File: config.mk
export PLATFORM = sky130hd
export DESIGN_NAME = encoder_gray_flat
export DESIGN_NICKNAME = d
export VERILOG_FILES = /design/src/rtl/encoder_gray_if.sv /design/src/rtl/encoder_gray.sv /design/src/flat_wrapper.sv
export SDC_FILE = /design/constraint.sdc
export NUM_CORES = 1
export LEC_CHECK = 0
export BUFFER_PORTS_ARGS = -buffer_cell sky130_fd_sc_hd__buf_2
export CAP_MARGIN = 40
export CORE_MARGIN = 3
export CORE_UTILIZATION = 56
export CTS_CLUSTER_DIAMETER = 80
export DETAILED_ROUTE_END_ITERATION = 12
export PLACE_DENSITY_LB_ADDON = 0.1
export SYNTH_ARGS = -nofsm -noshare
export SYNTH_HDL_FRONTEND = slang
export SYNTH_SLANG_ARGS = --single-unit
File: constraint.sdc
create_clock -name clk_i -period 2.4 [get_ports clk_i]
set_input_delay 0.48 -clock clk_i [delete_from_list [all_inputs] [get_ports clk_i]]
set_output_delay 0.48 -clock clk_i [all_outputs]
set_load 0.02 [all_outputs]
File: src/rtl/encoder_gray_if.sv
`default_nettype none
// +---------------------------------------------------------------------------+
// | encoder_gray_if : input/output handshake bundle of the Gray encoder       |
// | Revision 1.0                                                              |
// +---------------------------------------------------------------------------+
interface encoder_gray_if #(
  parameter int WIDTH = 8
);
  logic             in_valid_i;
  logic             in_ready_o;
  logic [WIDTH-1:0] data_i;
  logic             out_valid_o;
  logic             out_ready_i;
  logic [WIDTH-1:0] data_o;
  logic             wrap_o;

  modport master (
    output in_valid_i, data_i, out_ready_i,
    input  in_ready_o, out_valid_o, data_o, wrap_o
  );

  modport slave (
    input  in_valid_i, data_i, out_ready_i,
    output in_ready_o, out_valid_o, data_o, wrap_o
  );
endinterface
`default_nettype wire

File: src/rtl/encoder_gray.sv
`default_nettype none
// +---------------------------------------------------------------------------+
// | encoder_gray : binary-to-Gray encoder with a free-running Gray count mode |
// | Revision 1.0                                                              |
// +---------------------------------------------------------------------------+
module encoder_gray #(
  parameter int WIDTH = 8
) (
  input  wire logic       clk_i,
  input  wire logic       rst_ni,
  input  wire logic [2:0] en_i,
  input  wire logic       mode_i,
  encoder_gray_if.slave   bus
);
  localparam logic [2:0] C_EN_CODE = 3'b100;

  logic [WIDTH-1:0] r_data;
  logic             r_valid;
  logic             r_wrap;
  logic [WIDTH-1:0] r_cnt;

  logic w_enabled;
  logic w_slot_free;
  logic w_in_ready;
  logic w_load_enc;
  logic w_load_cnt;

  assign w_enabled   = (en_i == C_EN_CODE);
  assign w_slot_free = !r_valid || bus.out_ready_i;
  // Gated by rst_ni so the input side looks closed while reset is asserted.
  assign w_in_ready  = rst_ni && w_enabled && !mode_i && w_slot_free;
  assign w_load_enc  = bus.in_valid_i && w_in_ready;
  assign w_load_cnt  = w_enabled && mode_i && w_slot_free;

  always_ff @(posedge clk_i or negedge rst_ni) begin
    if (!rst_ni) begin
      r_data  <= '0;
      r_valid <= 1'b0;
      r_wrap  <= 1'b0;
      r_cnt   <= '0;
    end else if (w_load_enc) begin
      r_data  <= bus.data_i ^ (bus.data_i >> 1);
      r_valid <= 1'b1;
      r_wrap  <= 1'b0;
    end else if (w_load_cnt) begin
      r_data  <= r_cnt ^ (r_cnt >> 1);
      r_valid <= 1'b1;
      r_wrap  <= &r_cnt;
      r_cnt   <= r_cnt + {{(WIDTH-1){1'b0}}, 1'b1};
    end else if (w_slot_free) begin
      r_valid <= 1'b0;
    end
  end

  assign bus.in_ready_o  = w_in_ready;
  assign bus.out_valid_o = r_valid;
  assign bus.data_o      = r_data;
  assign bus.wrap_o      = r_wrap;
endmodule
`default_nettype wire

File: src/flat_wrapper.sv
// flat-port wrapper written by rule: the top's interface ports become plain ports
module encoder_gray_flat 
#(
  parameter int WIDTH = 8
)
  (clk_i, rst_ni, en_i, mode_i, bus_in_valid_i, bus_data_i, bus_out_ready_i, bus_in_ready_o, bus_out_valid_o, bus_data_o, bus_wrap_o);
  encoder_gray_if #(.WIDTH(WIDTH)) bus_i ();
  input  wire logic clk_i;
  input  wire logic rst_ni;
  input  wire logic [2:0] en_i;
  input  wire logic mode_i;
  input wire logic [$bits(bus_i.in_valid_i)-1:0] bus_in_valid_i;
  input wire logic [$bits(bus_i.data_i)-1:0] bus_data_i;
  input wire logic [$bits(bus_i.out_ready_i)-1:0] bus_out_ready_i;
  output wire logic [$bits(bus_i.in_ready_o)-1:0] bus_in_ready_o;
  output wire logic [$bits(bus_i.out_valid_o)-1:0] bus_out_valid_o;
  output wire logic [$bits(bus_i.data_o)-1:0] bus_data_o;
  output wire logic [$bits(bus_i.wrap_o)-1:0] bus_wrap_o;
  assign bus_i.in_valid_i = bus_in_valid_i;
  assign bus_i.data_i = bus_data_i;
  assign bus_i.out_ready_i = bus_out_ready_i;
  assign bus_in_ready_o = bus_i.in_ready_o;
  assign bus_out_valid_o = bus_i.out_valid_o;
  assign bus_data_o = bus_i.data_o;
  assign bus_wrap_o = bus_i.wrap_o;
  encoder_gray #(.WIDTH(WIDTH)) u_core (.clk_i(clk_i), .rst_ni(rst_ni), .en_i(en_i), .mode_i(mode_i), .bus(bus_i));
endmodule
==> impl_results.md <==
- Status: finished clean
- DRT Pass-1 Iters: 4
- R2r startpoint: u_core.bus.out_valid_o$_DFFE_PN0P_
- P_int: 605 µW
- #FFs+latches synth: 18
- Antenna-violating nets left: 0
- Cell area after placement: 0.00125 mm²
- WP data required: 1.92 ns
- Post-Synthesis Cells: 103
- Final hold slack: 0.130 ns
- # nets final: 151
- CTS Root Cell: clkbuf_4
- Detailed placer's ending HPWL: 1630 µm
- Post-route setup TNS: 0 ns
- RSZ-0062 raised after global routing: false
- Worst skew pair latency: 0.30 ns
- Crit start category: input port
- Sequential share of power: 47.1%
- Number of max-cap violations: 0
- Syn Nets: 126
- Inserted Diodes: 0
- P_leak: 0.000639 µW
- Final Cell Area: 0.00129 mm²
- Hold Crit Class: input port to asynchronous set/reset pin
- Input/output buffers: 26
- CP max-delay cell: and4_1
- CTS tree: done
- # IOs: 27
- Period utilisation layout: 71.7%
- Cell Rows: 15
- Routed WL: 2250 µm
- Final Util: 70.8%
- Worst Reg-to-Reg Cells: 4
- Slew Viols, Final: 0
- Die W: 51.0 µm
- Starting DRT DRC Count: 15
- Maximum vdd drop: 619 µV
- Placer Congestion: 0.768
- Synth-to-Final Area Change: 13.6%
- Worst reg2reg setup slack: 1.04 ns
- Clock skew: 0.00363 ns
- CTS Sinks: 18
- Cell area after synthesis: 0.00113 mm²
- PD cells: 711 mW/mm²
- Post-route worst setup slack: 0.678 ns
- Post-cts repair resize count: 0
- H-tree depth: 1
- Detailed-route wire length per cell: 14.8 µm
- Max Root-Sink Buffers: 2
- Arr. time, crit path: 1.24 ns
- Ys Warns: 0
- Final Hold Vio Count: 0
- Hold_buf cts: 0
- Net Switching: 311 µW
- Post-synthesis sequential area ratio: 39.7%
- Critical Path, Cell by Cell: buf_2 > nor2b_1 > buf_4 > and4_1 > buf_2
- Post-CTS setup buffers: 0
- Worst Max-Slew Pin Slew: 0.511 ns
- Syn_area_per_cell: 11.0 µm²
- Via Count: 855
- Buf/Inv on CP: 3
- Delay-heaviest family, CP: buffers and inverters
- GRT Util Overall: 20.2%
- Worst-path fanout max: 11
- Share of layout cells above drive strength 1: 33.9%
- Commonest non-fill, non-tap cells in the layout: 26 x buf_2, 18 x dfrtp_1, 13 x nand3_1, 10 x nand4_1, 9 x inv_1
- Crit-path most repeated cell: buf_2
- Total gr overflow: 0
- Core footprint: 0.00182 mm²
- Drt drc: 0
- Critical path's largest stage delay: 0.20 ns
- Sw frac: 33.9%
- Die area: 0.00260 mm²
- Clock transition at path regs: 0.10 ns
- Fill count: 149
- Combinational power share: 32.1%
- Initial Util: 62.3%
- Die height: 51.0 µm
- Clock period minus worst slack: 1.72 ns
- Setup crit end kind: output pin
- First-pass GRT wire length: 3860 µm
- Crit path kind: input port to output pin
- Most common cell after layout, fill and taps aside: buf_2
- FF-to-FF End: u_core.bus.data_o[1]$_DFFE_PN0P_
- Headroom to the max-slew limit: 65.9%
- Initial antenna violation count: 0
- Final setup fails: 0
- Clock network power share: 20.8%
- TritonCTS Buffers: 3
- Largest net degree at the start of global routing: 28
- Vias in the first global route: 790
- DP Worst Slack: 0.625 ns
- Yosys cell types: 23
- F_max: 581 MHz
- Drt via density: 5.63
[registers in the layout, summed over array words and instances (netlist names)]
signal                  cells
u_core.bus.data_o           8
u_core.bus.wrap_o           1
u_core.r_cnt                8
u_core.bus.out_valid_o      1
[through the flow]
step	total power, µW	std cells
3_3_place_gp	719	148
2_1_floorplan	631	103
5_1_grt	978	152
4_1_cts	928	152
3_5_place_dp	734	148
6_report	916	152
[routing by layer]
metal	vias to the layer above	part of all wire, %	track usage [%]
li1	421	-	-
met1	400	47	28.9
met2	31	46	28.8
met3	3	6.9	5.54
met4	0	0.98	7.62
met5	-	0	0
[worst reg2reg max path: stages (launching register included)]
cell,delay (ns)
dfrtp_1,0.39
nand2b_1,0.12
buf_4,0.29
and3_4,0.34
o311ai_2,0.10
[logic make-up after synthesis]
kind of cell / after synthesis / synth area share, %
adders and majority gates: 7 / 7.72
and+or+nand+nor: 36 / 20.2
AOI/OAI and AO/OA: 10 / 12.8
buffers and inverters: 18 / 8.82
DFF: 18 / 39.7
xor gates and xnor gates: 14 / 10.8
[how the worst max path moves through the flow]
stage / startpoint / end / depth (start not counted)
after floorplan: bus_out_ready_i / bus_in_ready_o / 4
after global placement: en_i[0] / u_core.bus.wrap_o$_DFFE_PN0P_ / 4
final: rst_ni / bus_in_ready_o / 5
after CTS: rst_ni / bus_in_ready_o / 5
after detailed placement: en_i[0] / u_core.bus.data_o[1]$_DFFE_PN0P_ / 4
after global routing: rst_ni / bus_in_ready_o / 5
[power groups by stage]
stage	logic [µW]	registers (µW)	clock network (µW)
CTS	297	434	197
global placement	284	434	0
finish	294	432	191
floorplan	159	472	0
detailed placement	298	436	0
global route	327	443	209
[synth_stat cells]
| cell | n | area (µm²) |
|---|---|---|
| a32o_1 | 1 | 10.0 |
| and2_1 | 3 | 18.8 |
| and2_4 | 1 | 8.76 |
| and3_4 | 1 | 11.3 |
| and4_1 | 2 | 17.5 |
| and4bb_1 | 2 | 25.0 |
| buf_1 | 1 | 3.75 |
| buf_2 | 2 | 10.0 |
| buf_6 | 4 | 45.0 |
| clkbuf_1 | 2 | 7.51 |
| dfrtp_1 | 18 | 450 |
| ha_1 | 7 | 87.6 |
| inv_1 | 9 | 33.8 |
| nand2_1 | 1 | 3.75 |
| nand2b_1 | 1 | 6.26 |
| nand3_1 | 13 | 65.1 |
| nand4_1 | 10 | 62.6 |
| nor2_1 | 1 | 3.75 |
| nor2b_1 | 1 | 6.26 |
| o21ai_0 | 1 | 5.00 |
| o311ai_2 | 8 | 130 |
| xnor2_1 | 6 | 52.6 |
| xor2_1 | 8 | 70.1 |
[final cells by class]
| cell class | count | area, µm² | share of cell area [%] |
|---|---|---|---|
| clock buffer | 4 | 36.3 | 2.82 |
| multi-input combinational | 67 | 584 | 45.3 |
| sequential | 18 | 450 | 35.0 |
| tap | 25 | 31.3 | 2.43 |
| inverter | 9 | 33.8 | 2.62 |
| timing repair buffer | 29 | 153 | 11.8 |
No activity file was read; power rests on OpenSTA's default activity.
